## src/rtl/dmem_arbiter.sv

```systemverilog
// Two-port round-robin arbiter for a single-port data memory; byte-enabled
// stores are done as read-modify-write, read data is returned registered.
module dmem_arbiter #(
  parameter int unsigned MEM_BYTES  = 256,
  parameter bit          RESET_LAST = 1'b1
) (
  input  logic        clk,
  input  logic        rst_n,
  input  logic        m0_req,
  input  logic        m0_we,
  input  logic [31:0] m0_addr,
  input  logic [31:0] m0_wdata,
  input  logic [3:0]  m0_be,
  output logic        m0_gnt,
  output logic        m0_rvalid,
  output logic [31:0] m0_rdata,
  output logic        m0_err,
  input  logic        m1_req,
  input  logic        m1_we,
  input  logic [31:0] m1_addr,
  input  logic [31:0] m1_wdata,
  input  logic [3:0]  m1_be,
  output logic        m1_gnt,
  output logic        m1_rvalid,
  output logic [31:0] m1_rdata,
  output logic        m1_err,
  output logic [31:0] mem_a,
  output logic [31:0] mem_wd,
  output logic        mem_we,
  input  logic [31:0] mem_rd,
  output logic [1:0]  o_dbg_state
);

  // Handshake: a requester holds req and its command stable until it sees gnt
  // (a one-cycle pulse in the ACCESS cycle); rvalid pulses once, one cycle
  // after gnt, only for reads, and rdata holds until that port's next read.
  localparam logic [31:0] ADDR_MAX = 32'(MEM_BYTES - 4);

  typedef enum logic [1:0] {
    IDLE   = 2'd0,
    ACCESS = 2'd1,
    RMW_WR = 2'd2
  } state_t;

  state_t      r_state;
  logic        r_last;
  logic        r_port;
  logic        r_we;
  logic        r_oor;
  logic [31:0] r_wdata;
  logic [3:0]  r_be;
  logic [1:0]  r_gnt;
  logic [1:0]  r_rvalid;
  logic [1:0]  r_err;
  logic [31:0] r_rdata0;
  logic [31:0] r_rdata1;
  logic [31:0] r_mem_a;
  logic [31:0] r_mem_wd;
  logic        r_mem_we;

  logic        w_any;
  logic        w_win;
  logic        w_we;
  logic        w_oor;
  logic [31:0] w_addr;
  logic [31:0] w_wdata;
  logic [3:0]  w_be;
  logic [31:0] w_merged;

  // Under contention the port that did not win last time gets the memory.
  assign w_any   = m0_req | m1_req;
  assign w_win   = (m0_req & m1_req) ? ~r_last : m1_req;
  assign w_we    = w_win ? m1_we    : m0_we;
  assign w_addr  = w_win ? m1_addr  : m0_addr;
  assign w_wdata = w_win ? m1_wdata : m0_wdata;
  assign w_be    = w_win ? m1_be    : m0_be;
  assign w_oor   = (w_addr > ADDR_MAX);

  // be[i] selects byte lane i; lane 3 is the lowest address (big-endian).
  always_comb begin
    w_merged = mem_rd;
    for (int i = 0; i < 4; i++) begin
      if (r_be[i]) w_merged[8*i +: 8] = r_wdata[8*i +: 8];
    end
  end

  always_ff @(posedge clk or negedge rst_n) begin
    if (!rst_n) begin
      r_state  <= IDLE;
      r_last   <= RESET_LAST;
      r_port   <= 1'b0;
      r_we     <= 1'b0;
      r_oor    <= 1'b0;
      r_wdata  <= '0;
      r_be     <= '0;
      r_gnt    <= '0;
      r_rvalid <= '0;
      r_err    <= '0;
      r_rdata0 <= '0;
      r_rdata1 <= '0;
      r_mem_a  <= '0;
      r_mem_wd <= '0;
      r_mem_we <= 1'b0;
    end else begin
      r_gnt    <= '0;
      r_rvalid <= '0;
      r_err    <= '0;
      r_mem_we <= 1'b0;
      case (r_state)
        IDLE: begin
          if (w_any) begin
            r_state        <= ACCESS;
            r_last         <= w_win;
            r_port         <= w_win;
            r_we           <= w_we;
            r_oor          <= w_oor;
            r_wdata        <= w_wdata;
            r_be           <= w_be;
            r_mem_a        <= w_addr;
            r_gnt[w_win]   <= 1'b1;
            r_err[w_win]   <= w_oor;
            if (w_we && !w_oor && (w_be == 4'hF)) begin
              r_mem_we <= 1'b1;
              r_mem_wd <= w_wdata;
            end
          end
        end
        ACCESS: begin
          r_state <= IDLE;
          if (!r_we) begin
            r_rvalid[r_port] <= 1'b1;
            if (r_port) r_rdata1 <= r_oor ? 32'h0 : mem_rd;
            else        r_rdata0 <= r_oor ? 32'h0 : mem_rd;
          end else if (!r_oor && (r_be != 4'h0) && (r_be != 4'hF)) begin
            r_state  <= RMW_WR;
            r_mem_wd <= w_merged;
            r_mem_we <= 1'b1;
          end
        end
        RMW_WR: r_state <= IDLE;
        default: r_state <= IDLE;
      endcase
    end
  end

  assign m0_gnt      = r_gnt[0];
  assign m1_gnt      = r_gnt[1];
  assign m0_rvalid   = r_rvalid[0];
  assign m1_rvalid   = r_rvalid[1];
  assign m0_err      = r_err[0];
  assign m1_err      = r_err[1];
  assign m0_rdata    = r_rdata0;
  assign m1_rdata    = r_rdata1;
  assign mem_a       = r_mem_a;
  assign mem_wd      = r_mem_wd;
  assign mem_we      = r_mem_we;
  assign o_dbg_state = r_state;

endmodule

```

## config.mk

```make
export PLATFORM = sky130hd
export DESIGN_NAME = dmem_arbiter
export DESIGN_NICKNAME = d
export VERILOG_FILES = /design/src/rtl/dmem_arbiter.sv
export SDC_FILE = /design/constraint.sdc
export NUM_CORES = 1
export LEC_CHECK = 0
export CORE_AREA = 2 2 136 152
export DETAILED_ROUTE_END_ITERATION = 10
export DIE_AREA = 0 0 138 154
export GPL_TIMING_DRIVEN = 1
export PLACE_DENSITY = 0.76
export RECOVER_POWER = 25
export SYNTH_ARGS = -nofsm -noshare
export SYNTH_HDL_FRONTEND = slang
export SYNTH_SLANG_ARGS = --single-unit
```

## constraint.sdc

```tcl
create_clock -name clk -period 6.15 [get_ports clk]
set_input_delay 0.9225 -clock clk [delete_from_list [all_inputs] [get_ports clk]]
set_output_delay 0.9225 -clock clk [all_outputs]
set_load 0.05 [all_outputs]
```

==> run_results.csv, run 1 <==
group,metric,value,unit
status,status,"complete, but fails checks",
status,violations,"max-capacitance violations, max-slew violations",
job,drv_cap,1,
timing,fin_crit,4.09,ns
worst_setup_path,cp.required,6.44,ns
worst_setup_path,cpLargestDelayFamily,"buffers and inverters",
die,dieArea,0.0213,mm2
clocking,cts-buffers-inserted,17,
drt,wire_per_inst,18.0,um
yosys,synth_ff_type,"dfrtp_1",
pwr,powerDensity,546,mW/mm2
worst_setup_path,ff2ff_path_depth,7,
die,start_util,0.417,
worst_setup_path,reg2reg_slack,3.33,ns
yosys,netlist_top_cells_count,"dfrtp_1, nand2_1, o21ai_0",
timing,tightest_slew,3.00,ns
timing,fmax,244,MHz
worst_setup_path,r2r_start,"r_last$_DFFE_PN1P_",
timing,maxSlewViolCount,57,
yosys,synthTopCellsByArea,"dfrtp_1, mux2i_1, o21ai_0, nand2_1, mux2_4",
timing,relSlewSlack,-1.00,
yosys,ys_seq_elements,177,
grt,grt_max_degree,130,
drt,drt_wl_total,24000,um
place,place_area,0.0114,mm2
worst_setup_path,cpPeakStageDelay,2.08,ns
grt,grt_overflow,0,
cells_and_area,antenna_cells,0,
die,chipHeight,154,um
drt,dr.first_iter.drc_count,323,
pwr,power.leakage,5.15,nW
die,dieWidth,138,um
die,row_count,54,
timing,finalHoldViolCount,0,
place,pre_cts_slack,2.22,ns
yosys,syn_inst,787,
hold_path,worstHoldStart,"mem_a[29]$_DFFE_PN0P_",
cells_and_area,syn2layout_area_growth,46.5,%
yosys,yosysSeqAreaShare,0.542,
timing,finalSetupViolCount,0,
place,place_congestion,0.988,
yosys,synth_top_area_share,0.539,
yosys,syn-num-nets,961,
drt,firstDrtPassIters,4,
hold_path,worstHoldEndpoint,"mem_a[29]$_DFFE_PN0P_",
worst_setup_path,crit_chain,"clkbuf_1, clkbuf_2",
clocking,cts_tree,"done",
yosys,synth_most_common_cell,"dfrtp_1",
place,dp_hpwl,17700,um
grt,track_usage,0.227,
yosys,synth_cell_types,35,
timing,fin_ws,2.06,ns
grt,antenna_found_initial,0,
clocking,cts.htree.levels,4,
place,port_buffers,310,
clocking,cts_resized,0,
timing,timing.final.crit_share,0.666,
grt,grt_pass1_vias,7033,
yosys,post_synth_instance_area,0.00817,mm2
worst_setup_path,arrival,4.38,ns
clocking,clock-root-buffer,"clkbuf_16",
clocking,clock-sinks,177,
yosys,yosysTopAreaCell,"dfrtp_1",
cells_and_area,drive_above_1_share,0.0733,
clocking,post_cts_buffers,0,
pwr,report.power.total,0.00654,W
worst_setup_path,cp_max_fo,56,
worst_setup_path,crit_type,"in -> async",
cells_and_area,final_core_util,0.611,
cells_and_area,finalInstanceArea,0.0120,mm2
drt,dr_total_vias,6842,
timing,fin_setup_tns,0,ns
drt,drc,0,
worst_setup_path,startpoint_type,"input pin",
pwr,ir_drop,0.000438,V
grt,grt_pass1_wl,38300,um
cells_and_area,finalNetCount,1239,
clocking,clockBufferDepth,2,
hold_path,hold_class,"reg -> reg",
worst_setup_path,cpMaxStageDelayCell,"clkbuf_1",
timing,clock_skew,0.0120,ns
yosys,synth_warnings,0,
drt,antenna_left,0,
clocking,path_clk_slew,0.07,ns
worst_setup_path,path_buf_inv,2,
timing,rsz0062_at_grt,"no",
worst_setup_path,reg2reg_to,"mem_wd[26]$_DFFE_PN0P_",
drt,via_per_inst,5.14,
hold_path,holdPathStages,2,
worst_setup_path,end_kind,"async pin",
die,pin_count,311,
clocking,worstSkewPairLatency,0.42,ns
clocking,ctsHoldBuffers,0,
yosys,synth-edff-count,0,
yosys,synthArstFlopShare,1.00,
yosys,syn-mean-instance-area,10.4,um2
die,core-area,0.0196,mm2
report_power, final:
part | internal, W | switching, W
clock | 0.000543 | 0.000485
sequential | 0.00167 | 0.000353
combinational | 0.00123 | 0.00225
state kept, by name, indices dropped and copies added (netlist names):
name / count
mem_we: 1
r_rvalid: 2
r_last: 1
r_we: 1
o_dbg_state: 2
r_err: 2
r_oor: 1
m1_rdata: 32
mem_a: 32
r_wdata: 32
r_port: 1
mem_wd: 32
r_be: 4
r_gnt: 2
m0_rdata: 32
layer usage:
metal / global-route usage / vias to the layer above / share of wire
met2: 0.391 / 276 / 0.50
met4: 0.0700 / 0 / 0.021
met5: 0 / - / 0
li1: - / 3310 / -
met3: 0.0673 / 28 / 0.071
met1: 0.276 / 3228 / 0.41
per-stage QoR:
step / hold slack, ns / std cells
final: 0.478 / 1330
after floorplan: 0.451 / 787
after CTS: 0.461 / 1330
after global placement: 0.462 / 1298
after detailed placement: 0.469 / 1298
after global routing: 0.499 / 1330
layout make-up:
class / count / area [um2]
fillers: 1630 / 7620
flip-flops and latches: 177 / 4430
multi-input cells: 546 / 3490
repair buffers: 318 / 3150
clock buffers: 19 / 443
well taps: 252 / 315
clock inverters: 13 / 116
inverters: 5 / 18.8
kinds of logic (layout without fill, tap and decap cells):
family,after synthesis,in the layout,synth area share
buffers and inverters,64,355,0.0331
DFF,177,177,0.542
AOI/OAI and AO/OA,207,207,0.139
muxes,101,101,0.142
and+or+nand+nor,238,238,0.144
worst max-delay path by stage:
stage | start | to | slack [ns] | cells after the start
2_1_floorplan | m1_req | mem_wd[10]$_DFFE_PN0P_ | 3.43 | 7
3_3_place_gp | m1_req | mem_wd[0]$_DFFE_PN0P_ | 2.31 | 8
3_5_place_dp | m1_req | mem_wd[0]$_DFFE_PN0P_ | 2.22 | 8
4_1_cts | m1_req | mem_wd[30]$_DFFE_PN0P_ | 2.66 | 8
5_1_grt | rst_n | mem_wd[27]$_DFFE_PN0P_ | 1.27 | 2
6_report | rst_n | r_wdata[24]$_DFFE_PN0P_ | 2.06 | 2
cells in the final DEF (no fill, tap or decap), types with 17 or more instances in the layout:
cell,netlist,layout
a211oi_1,32,32
a21oi_1,32,32
clkbuf_16,0,17
clkdlybuf4s50_1,0,309
dfrtp_1,176,176
mux2_4,29,29
mux2i_1,69,69
nand2_1,137,136
nand2b_1,33,32
nor2b_1,33,33
o21ai_0,134,134
(Power assumes the default switching activity.)
==> run 2: changes to the inputs <==
--- a/config.mk
+++ b/config.mk
@@ -5,9 +5,9 @@
 export SDC_FILE = /design/constraint.sdc
 export NUM_CORES = 1
 export LEC_CHECK = 0
-export CORE_AREA = 2 2 136 152
+export CORE_AREA = 2 2 140 155
 export DETAILED_ROUTE_END_ITERATION = 10
-export DIE_AREA = 0 0 138 154
+export DIE_AREA = 0 0 142 157
 export GPL_TIMING_DRIVEN = 1
 export PLACE_DENSITY = 0.76
 export RECOVER_POWER = 25
==> constraint.sdc (replaced) <==
create_clock -name clk -period 3.4 [get_ports clk]
set_input_delay 0.51 -clock clk [delete_from_list [all_inputs] [get_ports clk]]
set_output_delay 0.51 -clock clk [all_outputs]
set_load 0.05 [all_outputs]
==> run 2 against run 1 <==
Compared with the run above: the flow still finishes with violations (max-capacitance violations, max-slew violations); sequential power rose by 75%; die area rose by 4.9%; design area rose by 1.0%; clock-buffer cell count did not move; first-iteration DRC count fell by 9.3%; power rose by 85%; critical path depth rose by 5; critical endpoint is now mem_wd[20]$_DFFE_PN0P_; largest cell class unchanged.
==> run_results.csv, run 2 (synthesis results as in run 1) <==
group,metric,value,unit
place,dp.cells,1306,
pwr,powerDensity,1000,mW/mm2
drt,antenna_left,0,
cells_and_area,final_core_util,0.588,
die,chipHeight,157,um
cells_and_area,layout_commonest_cell,"clkdlybuf4s50_1",
pwr,p_seq_frac,0.292,
place,dp_hpwl,17500,um
cells_and_area,syn2layout_area_growth,48.0,%
worst_setup_path,cpMaxStageDelayCell,"nor4_1",
hold_path,hold_class,"in -> async",
place,place_congestion,0.843,
pwr,p_sw,0.00560,W
worst_setup_path,crit_type,"in -> reg",
drt,drt_wl_total,24000,um
timing,fin_setup_tns,0,ns
worst_setup_path,critPathCapture,"mem_wd[20]$_DFFE_PN0P_",
drt,firstDrtPassIters,5,
die,dieWidth,142,um
grt,track_usage,0.219,
clocking,clock-root-buffer,"clkbuf_16",
drt,drc,0,
cells_and_area,drive_above_1_share,0.0795,
worst_setup_path,cp_max_fo,33,
worst_setup_path,crit_chain,"clkdlybuf4s50_1, nor4_1, nand4_1, nor4_4, nor3_4, buf_4, mux2_4",
die,row_count,55,
timing,tightest_slew,1.53,ns
grt,grt_overflow,0,
clocking,clock-sinks,177,
worst_setup_path,crit_cells,7,
timing,timing.final.crit_share,0.797,
die,pin_count,311,
grt,met1_usage,0.264,
pwr,switching_share,0.463,
timing,fin_crit,2.71,ns
clocking,cts.htree.levels,4,
worst_setup_path,path_buf_inv,2,
pwr,pwr-share-clk,0.172,
timing,clock_skew,0.0103,ns
worst_setup_path,cp.required,3.71,ns
pwr,power.leakage,5.22,nW
cells_and_area,antenna_cells,0,
timing,maxSlewViolCount,63,
drt,dr.first_iter.drc_count,293,
grt,top_usage_layer,"met2",
worst_setup_path,cp-startpoint,"m0_addr[14]",
clocking,cts_resized,0,
clocking,clockBufferDepth,2,
clocking,ctsHoldBuffers,0,
status,violations,"max-capacitance violations, max-slew violations",
grt,met2_usage,0.364,
grt,met3_usage,0.0621,
clocking,cts-buffers-inserted,17,
cells_and_area,final_cell_mix,"clkdlybuf4s50_1, dfrtp_1, nand2_1",
clocking,cts_tree,"done",
worst_setup_path,startpoint_type,"input pin",
worst_setup_path,reg2reg_slack,0.86,ns
place,port_buffers,310,
worst_setup_path,cpPeakStageDelay,0.60,ns
timing,fin_ws,0.689,ns
status,status,"complete, but fails checks",
drt,wire_per_inst,17.9,um
drt,dr_total_vias,6770,
job,drv_cap,1,
place,pre_cts_slack,0.316,ns
clocking,post_cts_buffers,0,
cells_and_area,fin_cells,1338,
grt,grt_max_degree,82,
worst_setup_path,end_kind,"flop",
timing,relSlewSlack,-0.0214,
timing,fmax,369,MHz
worst_setup_path,arrival,3.02,ns
die,dieArea,0.0223,mm2
timing,rsz0062_at_grt,"no",
drt,via_per_inst,5.06,
pwr,ir_drop,0.000881,V
worst_setup_path,ff2ff_path_depth,7,
grt,antenna_found_initial,0,
die,core-area,0.0206,mm2
clocking,worstSkewPairLatency,0.43,ns
cells_and_area,finalNetCount,1243,
pwr,internal_power,0.00650,W
grt,grt_pass1_vias,6919,
timing,finalHoldViolCount,0,
timing,finalSetupViolCount,0,
worst_setup_path,reg2reg_to,"mem_wd[1]$_DFFE_PN0P_",
die,start_util,0.397,
worst_setup_path,r2r_start,"r_be[2]$_DFFE_PN0P_",
timing,holdWs,0.446,ns
pwr,combPwrFrac,0.536,
worst_setup_path,cpLargestDelayFamily,"simple AND/OR/NAND/NOR gates",
clocking,path_clk_slew,0.07,ns
grt,grt_pass1_wl,37300,um
-- run 2: metrics by stage --
| stage | cell area (um2) | total power, W |
|---|---|---|
| 2_1_floorplan | 8170 | 0.00779 |
| 3_3_place_gp | 11500 | 0.00998 |
| 3_5_place_dp | 11500 | 0.0101 |
| 4_1_cts | 12100 | 0.0122 |
| 5_1_grt | 12100 | 0.0128 |
| 6_report | 12100 | 0.0121 |
-- run 2: worst min-delay path by stage --
stage / startpoint / end / slack, ns / cells after the start
6_report: rst_n / m1_rdata[14]$_DFFE_PN0P_ / 0.45 / 1
5_1_grt: m0_rdata[1]$_DFFE_PN0P_ / m0_rdata[1]$_DFFE_PN0P_ / 0.50 / 2
4_1_cts: rst_n / m1_rdata[14]$_DFFE_PN0P_ / 0.06 / 1
3_5_place_dp: m1_rdata[22]$_DFFE_PN0P_ / m1_rdata[22]$_DFFE_PN0P_ / 0.47 / 2
3_3_place_gp: mem_a[25]$_DFFE_PN0P_ / mem_a[25]$_DFFE_PN0P_ / 0.46 / 2
2_1_floorplan: rst_n / m0_rdata[0]$_DFFE_PN0P_ / 0.21 / 0
-- run 2: routing by layer --
metal,vias up,wire (um),share of wire
met5,-,0,0
met3,42,1590,0.066
met4,0,775,0.032
li1,3306,-,-
met1,3183,9980,0.42
met2,239,11600,0.49
-- run 2: power by group through the flow --
stage	clock network [W]	logic, W	registers [W]
4_1_cts	0.00213	0.00654	0.00354
3_3_place_gp	0	0.00645	0.00353
6_report	0.00208	0.00649	0.00353
3_5_place_dp	0	0.00653	0.00356
5_1_grt	0.00223	0.00689	0.00364
2_1_floorplan	0	0.00195	0.00584
-- run 2: final cells by class --
| cell class | count | area (um2) |
|---|---|---|
| clock buffer | 19 | 453 |
| clock inverter | 13 | 171 |
| fill | 1769 | 8480 |
| inverter | 5 | 18.8 |
| multi-input combinational | 546 | 3500 |
| sequential | 177 | 4430 |
| tap | 256 | 320 |
| timing repair buffer | 322 | 3200 |
==> run 3: changes to the inputs <==
--- a/config.mk
+++ b/config.mk
@@ -5,9 +5,9 @@
 export SDC_FILE = /design/constraint.sdc
 export NUM_CORES = 1
 export LEC_CHECK = 0
-export CORE_AREA = 2 2 140 155
+export CORE_AREA = 2 2 136 152
 export DETAILED_ROUTE_END_ITERATION = 10
-export DIE_AREA = 0 0 142 157
+export DIE_AREA = 0 0 138 154
 export GPL_TIMING_DRIVEN = 1
 export PLACE_DENSITY = 0.76
 export RECOVER_POWER = 25
==> constraint.sdc (replaced) <==
create_clock -name clk -period 2.8 [get_ports clk]
set_input_delay 0.42 -clock clk [delete_from_list [all_inputs] [get_ports clk]]
set_output_delay 0.42 -clock clk [all_outputs]
set_load 0.05 [all_outputs]
==> run 3 against run 2 <==
Compared with the run above: the run still ends with max-capacitance violations, max-slew violations left; power up 22%; worst setup slack worse by 0.30 ns; sequential power up 22%; non-clock buffer count up 20; clock skew up 0.0024 ns; sequential cell count unchanged; design area up 1.5%; clock-buffer cell count down 1; first-iteration DRC count down 1.4%; critical path type unchanged; largest power group unchanged.
==> run_results.csv, run 3 (synthesis results as in run 1) <==
group,metric,value,unit
drt,antenna_left,0,
timing,timing.final.crit_share,0.862,
worst_setup_path,arrival,2.72,ns
grt,antenna_found_initial,1,
die,core-area,0.0196,mm2
clocking,post_cts_buffers,0,
timing,maxSlewViolCount,68,
grt,grt_max_degree,73,
die,chipHeight,154,um
cells_and_area,syn2layout_area_growth,50.2,%
drt,dr_total_vias,6874,
pwr,powerDensity,1200,mW/mm2
drt,dr_wl_met3,1660,um
clocking,ctsHoldBuffers,0,
status,status,"complete, but fails checks",
grt,track_usage,0.234,
timing,relSlewSlack,-0.187,
grt,grt_overflow,0,
clocking,cts-buffers-inserted,17,
cells_and_area,drive_above_1_share,0.0953,
worst_setup_path,cp-startpoint,"m1_addr[11]",
hold_path,hold_class,"in -> async",
die,row_count,54,
grt,grt_pass1_wl,39200,um
cells_and_area,multi_input_area,0.00350,mm2
drt,drt-met1-wl,9980,um
worst_setup_path,r2r_start,"r_last$_DFFE_PN1P_",
grt,grt_pass1_vias,7314,
place,pre_cts_slack,-0.00850,ns
worst_setup_path,startpoint_type,"input pin",
die,pin_count,311,
cells_and_area,antenna_cells,0,
clocking,cts_tree,"done",
worst_setup_path,cp_max_fo,11,
clocking,cts_resized,0,
clocking,cts.htree.levels,4,
cells_and_area,layout_commonest_cell,"clkdlybuf4s50_1",
drt,firstDrtPassIters,5,
drt,drc,0,
drt,dr.first_iter.drc_count,289,
timing,fin_setup_tns,0,ns
timing,finalSetupViolCount,0,
drt,via_per_inst,5.08,
job,drv_cap,1,
drt,wire_per_inst,18.1,um
pwr,ir_drop,0.000648,V
pwr,power.leakage,5.33,nW
worst_setup_path,ff2ff_path_depth,6,
cells_and_area,final_cell_mix,"clkdlybuf4s50_1, dfrtp_1, nand2_1",
cells_and_area,finalNetCount,1263,
clocking,path_clk_slew,0.07,ns
place,dp_hpwl,18400,um
timing,fin_ws,0.386,ns
status,violations,"max-capacitance violations, max-slew violations",
drt,drt_wl_total,24500,um
drt,dr_wl_met2,11700,um
worst_setup_path,crit_type,"in -> reg",
clocking,clockBufferDepth,2,
place,place_congestion,0.929,
timing,finalHoldViolCount,0,
drt,dr.max_layer_used,"met4",
timing,clock_skew,0.0127,ns
timing,tightest_slew,1.78,ns
place,port_buffers,310,
clocking,clock-sinks,177,
clocking,clock-root-buffer,"clkbuf_16",
worst_setup_path,cp.required,3.10,ns
timing,fin_crit,2.41,ns
die,dieWidth,138,um
worst_setup_path,end_kind,"flop",
timing,rsz0062_at_grt,"no",
clocking,worstSkewPairLatency,0.43,ns
cells_and_area,seqCellArea,0.00443,mm2
cells_and_area,n_fill_cell,1638,
timing,fmax,414,MHz
die,dieArea,0.0213,mm2
die,start_util,0.417,
==> run 3: changes by cell type in the layout (fill, tap and decap cells not counted) <==
cell	previous run	this run
buf_4	10	26
clkinvlp_4	1	3
bufinv_16	3	2
clkinv_2	2	0
inv_8	1	3
clkbuf_8	2	0
buf_12	1	6
clkbuf_1	0	1
clkbuf_4	1	0
==> run 3: layer usage <==
layer / vias up / track usage
li1: 3341 / -
met1: 3202 / 0.280
met2: 269 / 0.387
met3: 62 / 0.0642
met4: 0 / 0.121
met5: - / 0
==> run 3: path summary, 6_finish.rpt <==
kind | end | slack, ns
min in group clk | m0_rdata[0]$_DFFE_PN0P_ | 0.48
max | mem_wd[8]$_DFFE_PN0P_ | 0.39
max reg2reg | mem_wd[8]$_DFFE_PN0P_ | 0.52
min reg2reg | m0_rdata[0]$_DFFE_PN0P_ | 0.48
min | m1_rdata[10]$_DFFE_PN0P_ | 0.46
max in group asynchronous | r_last$_DFFE_PN1P_ | 1.20
==> run 3: through the flow <==
step / hold WS (ns) / cells / utilization / cell area, um2 / total power (W)
floorplan: 0.124 / 787 / - / 8170 / 0.00946
global placement: 0.461 / 1322 / 0.596 / 11700 / 0.0122
detailed placement: 0.470 / 1322 / 0.596 / 11700 / 0.0124
CTS: 0.0177 / 1354 / 0.627 / 12300 / 0.0148
global route: 0.505 / 1354 / 0.626 / 12300 / 0.0155
finish: 0.459 / 1354 / 0.626 / 12300 / 0.0147
==> run 3: critical path, cell delays in order <==
cell             delay, ns
clkdlybuf4s50_1       0.43
nor4_1                0.50
nand4_1               0.26
nor4bb_1              0.35
buf_4                 0.17
nor3_4                0.07
buf_12                0.20
mux2_4                0.30
==> run 3: power breakdown <==
group          internal [W]  switching (W)
Sequential          0.00367       0.000633
Clock               0.00135        0.00106
Combinational       0.00285        0.00516
==> run 3: cell type report <==
cell class              instances  area share
flip-flops and latches        177       0.361
multi-input cells             546       0.285
repair buffers                342       0.278
clock buffers                  18      0.0350
well taps                     252      0.0257
clock inverters                14      0.0138
inverters                       5     0.00153
==> variant 1 (settings of run 1) <==
Reset style: synchronous (`rst_n`), changed in one clocked block.
--- a/src/rtl/dmem_arbiter.sv
+++ b/src/rtl/dmem_arbiter.sv
@@ -86,3 +86,3 @@
 
-  always_ff @(posedge clk or negedge rst_n) begin
+  always_ff @(posedge clk) begin
     if (!rst_n) begin
Behaviour: differs if rst_n is asserted again (counterexample within 4 cycles, from zero or initial values and one cycle with rst_n low); with rst_n held inactive, the same outputs for 4 cycles.
==> variant 1 against run 1 <==
- the run still ends with capacitance limit, slew limit left
- synthesized cell count rose by 21%
- final cell count rose by 11%
- critical path depth rose by 4
- sequential cell count did not move
- count of clock-buffer cells in the layout fell by 2
- design area fell by 2.2%
- wire length rose by 11%
- utilization fell by 1.3 points
- clock skew fell by 2.2 ps
- via count rose by 12%
- area after synthesis fell by 2.4%
- setup slack got worse by 120 ps
Power is not compared: it rests on default switching activity, and its combinational part moved more than twofold at a synthesized area within 25%.
==> variant 1: results (changes against run 1) <==
* Pin count of the biggest net entering global routing at 104 (-20%)
* Fin cells at 1,475 (+11%)
* Clk_lat worst skew at 440 ps (+20 ps)
* Register-to-Register Path Depth at 6 (-1)
* Root Buffer: clkbuf_16
* DRT Pass-1 Iters at 5 (+1)
* Vias in the first global route at 7,152 (+1.7%)
* RePlAce Congestion at 0.898 (-9.1%)
* DP Cell Count at 1,442 (+11%)
* Initial DRC count at 347 (+7.4%)
* Arrival time worst endpoint at 4590 ps (+210 ps)
* Max-cap violations at 1 (unchanged)
* Synth top area cells: dfxtp_1 44%, mux2i_1 13%, a211oi_1 9.5%
* Warnings, synthesis at 0 (unchanged)
* Least-Margin Pin Slew at 3180 ps (+182 ps)
* Critical path type: reg -> reg
* Avg Cell Area, Syn at 8.38 um^2 (-19%)
* Status: finished, violations left
* Share of layout cells above drive strength 1 at 4.17% (-3.2 points)
* DP HPWL at 19.3 mm (+9.0%)
* Max-slew violation count at 69 (+21%)
* Routed wire length at 26.8 mm (+11%)
* Routed via count at 7,646 (+12%)
* Total GRT Usage at 24.5% (+1.7 points)
* First-pass GRT wire length at 41.1 mm (+7.2%)
* Failing checks: capacitance limit, slew limit
* Count of cell types in the netlist at 34 (-2.9%)
* Setup skew after layout at 9.76 ps (-2.22 ps)
* # H-tree levels at 4 (unchanged)
* Worst Path Max Fanout at 68 (+21%)
* R2r setup slk at 1930 ps (-1400 ps)
* Post-synth top cells: 199 x nand2_1, 177 x dfxtp_1, 101 x a211oi_1, 101 x mux2i_1, 100 x a21oi_1
* Async S/R FF share, synth at 0% (-100 points)
* R2r startpoint: o_dbg_state[1]$_SDFFE_PN0P_
* R2R Path End: m1_rdata[21]$_SDFFE_PN0P_
==> variant 1: cell count changes after synthesis, sizes merged, moves of 19 or more <==
cell / run 1 / this run
dfxtp: 0 / 177
nand2: 137 / 199
nor2: 6 / 75
mux2i: 69 / 101
o21ai: 135 / 1
a21oi: 32 / 100
dfrtp: 176 / 0
nand2b: 33 / 1
a211oi: 32 / 101
nor2b: 33 / 52
mux2: 32 / 1
==> variant 1: power groups by stage <==
| stage | sequential (uW) | clock [uW] | combinational, uW |
|---|---|---|---|
| after floorplan | 1430 | 0 | 284 |
| after global placement | 1290 | 0 | 694 |
| after detailed placement | 1300 | 0 | 700 |
| after CTS | 1270 | 1100 | 703 |
| after global routing | 1280 | 1140 | 747 |
| final | 1270 | 1070 | 699 |
==> variant 1: worst min path at each step <==
stage,from,to,cells past startpoint
after floorplan,r_port$_SDFFE_PN0P_,r_port$_SDFFE_PN0P_,2
after global placement,m0_rdata[20]$_SDFFE_PN0P_,m0_rdata[20]$_SDFFE_PN0P_,2
final,m1_rdata[30]$_SDFFE_PN0P_,m1_rdata[30]$_SDFFE_PN0P_,2
after global routing,m1_rdata[30]$_SDFFE_PN0P_,m1_rdata[30]$_SDFFE_PN0P_,2
after CTS,m1_rdata[29]$_SDFFE_PN0P_,m1_rdata[29]$_SDFFE_PN0P_,2
after detailed placement,m1_rdata[29]$_SDFFE_PN0P_,m1_rdata[29]$_SDFFE_PN0P_,2
==> variant 1: final cells by class <==
type / count / area [um^2]
fill: 1810 / 7890
multi-input combinational: 687 / 4060
sequential: 177 / 3540
timing repair buffer: 321 / 3180
clock buffer: 17 / 425
tap: 252 / 315
clock inverter: 15 / 163
inverter: 5 / 21.3
antenna: 1 / 2.50
==> variant 1: cells by family after synthesis <==
| logic type | after synthesis | share of synthesized area [%] |
|---|---|---|
| compound gates | 213 | 17.0 |
| buf+inv | 87 | 4.86 |
| flops | 177 | 44.4 |
| mux | 102 | 12.8 |
| simple gates | 372 | 20.9 |
==> variant 1: routing by layer <==
layer  vias to the layer above  routed length [um]  share of wire [%]  global-route usage (%)
li1                       3827                   -                  -                       -
met1                      3517               12200                 46                    33.7
met2                       257               12500                 47                    38.5
met3                        45                1370                5.1                    4.61
met4                         0                 718                2.7                    8.75
met5                         -                   0                  0                       0
==> variant 1: metrics by stage <==
step                area, um^2  setup WS, ps  hold slack (ps)  util (%)  total power (uW)
floorplan                 7970          3840              467         -              1710
global placement         11100          2490              442      56.8              1990
detailed placement       11100          2380              446      56.8              2000
CTS                      11700          2800              456      59.8              3070
global route             11700          1350              472      59.7              3170
finish                   11700          1930              452      59.7              3040
==> variant 1: worst max-delay path: stages, from the launching register on <==
cell and delay, ps:
dfxtp_1 360, nand2b_2 120, clkbuf_1 2230, nor2_1 120, nand2_1 1000, nand2_1 140, a21oi_1 170
==> variant 2 (flow settings as in run 1) <==
Made on the original files. The parameter `MEM_BYTES` goes from 256 to 128.
--- a/src/rtl/dmem_arbiter.sv
+++ b/src/rtl/dmem_arbiter.sv
@@ -3,3 +3,3 @@
 module dmem_arbiter #(
-  parameter int unsigned MEM_BYTES  = 256,
+  parameter int unsigned MEM_BYTES  = 128,
   parameter bit          RESET_LAST = 1'b1
Behaviour: not the same (a bounded check fails within 4 cycles, from zero or initial values and one cycle with rst_n low).
==> variant 2 against run 1 <==
- sequential cell count did not move
- clock skew rose by 1.8 ps
- the run still ends with capacitance limit, slew limit left
- total power rose by 0.76%
- critical path depth did not move
- critical endpoint is now r_wdata[2]$_DFFE_PN0P_
- wire length rose by 0.99%
- area after synthesis rose by 1.2%
- final cell count rose by 0.23%
- setup slack got worse by 120 ps
- design area rose by 0.42%
- largest power group unchanged
- die area did not move
- worst hold slack improved by 1.3 ps
==> variant 2: results (changes against run 1) <==
* Setup skew after layout at 13.7 ps (+1.77 ps)
* Worst Path Max Fanout at 64 (+14%)
* CP delay by family, top: buffers and inverters
* Synth top area cells: dfrtp_1 53%, mux2i_1 8.4%, o21ai_0 8.2%
* Fin crit period at 4210 ps (+119 ps)
* Leak at 0.00518 uW (+0.58%)
* Total GRT Usage at 23.2% (+0.45 points)
* Routed wire length at 24.2 mm (+0.99%)
* TritonCTS Buffers at 17 (unchanged)
* Via density at 5.12 (-0.50%)
* Max-slew violation count at 182 (+220%)
* First-pass GRT wire length at 38.9 mm (+1.4%)
* Seq/Total Area, Yosys at 53.6% (-0.66 points)
* Status: finished, violations left
* Routed via count at 6,823 (-0.28%)
* Syn_nets at 962 (+0.10%)
* Arrival time worst endpoint at 4450 ps (+70 ps)
* XOR/XNOR Fraction of Synth Area at 0% (unchanged)
* DP Cell Count at 1,299 (+0.077%)
* RePlAce Congestion at 0.884 (-11%)
* Register-to-Register Path Depth at 7 (unchanged)
* DP Area at 11,400 um^2 (+0.15%)
* Post-synth top cells: 176 x dfrtp_1, 141 x nand2_1, 135 x o21ai_0, 69 x mux2i_1, 41 x clkbuf_1
* Synth Area in Adders at 0% (unchanged)
* Share of layout cells above drive strength 1 at 7.88% (+0.55 points)
* Mux contribution to synthesized area at 14.0% (-0.17 points)
* DRT Pass-1 Iters at 4 (unchanged)
* Worst IR Drop VDD at 0.000417 V (-4.7%)
* Root Buffer: clkbuf_16
* Antenna violations before repair at 1 (+1)
* Pin count of the biggest net entering global routing at 86 (-34%)
* Final setup fails at 0 (unchanged)
* DP HPWL at 18.2 mm (+2.7%)
* CTS clk-pin slew, worst paths at 70 ps (about the same)
* Max-cap violations at 3 (+2)
* Worst min-delay path class: reg -> reg
* DRC violations left at 0 (unchanged)
* Clk_lat worst skew at roughly 430 ps
* Nets at 1,240 (+0.081%)
* Vias in the first global route at 7,187 (+2.2%)
* WHS at 479 ps (+1.34 ps)
* Count of cell types in the netlist at 39 (+11%)
* Worst slack, placed at 1690 ps (-528 ps)
* Synth Area in Compound Gates at 14.4% (+0.45 points)
* CP max stage delay at 1970 ps (-110 ps)
* Port Buffers at 310 (unchanged)
* Avg Cell Area, Syn at 10.5 um^2 (+1.1%)
* Clk buf depth at 2 (unchanged)
* Initial DRC count at 323 (unchanged)
* Critical-path cell with the highest stage delay: clkbuf_1
* Async S/R FF share, synth at 100% (unchanged)
* # fillers at 1,678 (+2.9%)
* Least-Margin Pin Slew at 2860 ps (-142 ps)
* Post-synth EDFFs at 0 (unchanged)
* Failing checks: capacitance limit, slew limit
* R2r setup slk at 2850 ps (-480 ps)
[variant 2: changes by cell type after synthesis, moves of 3 or more]
cell / change
and2b_1: +14
buf_1: -4
buf_12: +3
clkbuf_1: -3
nand2_1: +4
nor2b_1: -15
o211ai_1: -4
[variant 2: cell type report]
class | instances | area [um^2] | area share, %
Tap cell | 252 | 315 | 2.62
Clock buffer | 18 | 439 | 3.65
Sequential cell | 177 | 4430 | 36.9
Antenna cell | 2 | 5.00 | 0.0416
Multi-Input combinational cell | 550 | 3530 | 29.4
Timing Repair Buffer | 317 | 3140 | 26.2
Clock inverter | 14 | 144 | 1.20
Inverter | 3 | 11.3 | 0.0937
[variant 2: final timing paths]
kind | start | end
min in group asynchronous | rst_n | m0_rdata[12]$_DFFE_PN0P_
max in group clk | m1_req | mem_wd[0]$_DFFE_PN0P_
worst max register to register | r_last$_DFFE_PN1P_ | mem_wd[10]$_DFFE_PN0P_
worst max-delay path | rst_n | r_wdata[2]$_DFFE_PN0P_
worst min register to register | mem_a[9]$_DFFE_PN0P_ | mem_a[9]$_DFFE_PN0P_
worst min-delay path | mem_a[9]$_DFFE_PN0P_ | mem_a[9]$_DFFE_PN0P_
[variant 2: per-layer routing]
layer,track usage [%],share of wire [%]
met3,6.63,6.5
met4,9.72,3.4
met5,0,0
met2,39.3,49
met1,27.7,41
[variant 2: logic make-up after synthesis]
kind of cell           Yosys count
buffers and inverters           61
multiplexers                   101
AO/OA/AOI/OAI                  209
AND/OR/NAND/NOR                240
flip-flops                     177
[variant 2: power breakdown]
part           leakage [uW]  switching [uW]  internal [uW]
Clock              0.000283             504            550
Sequential          0.00223             364           1670
Combinational       0.00267            2250           1250
Total               0.00518            3120           3460
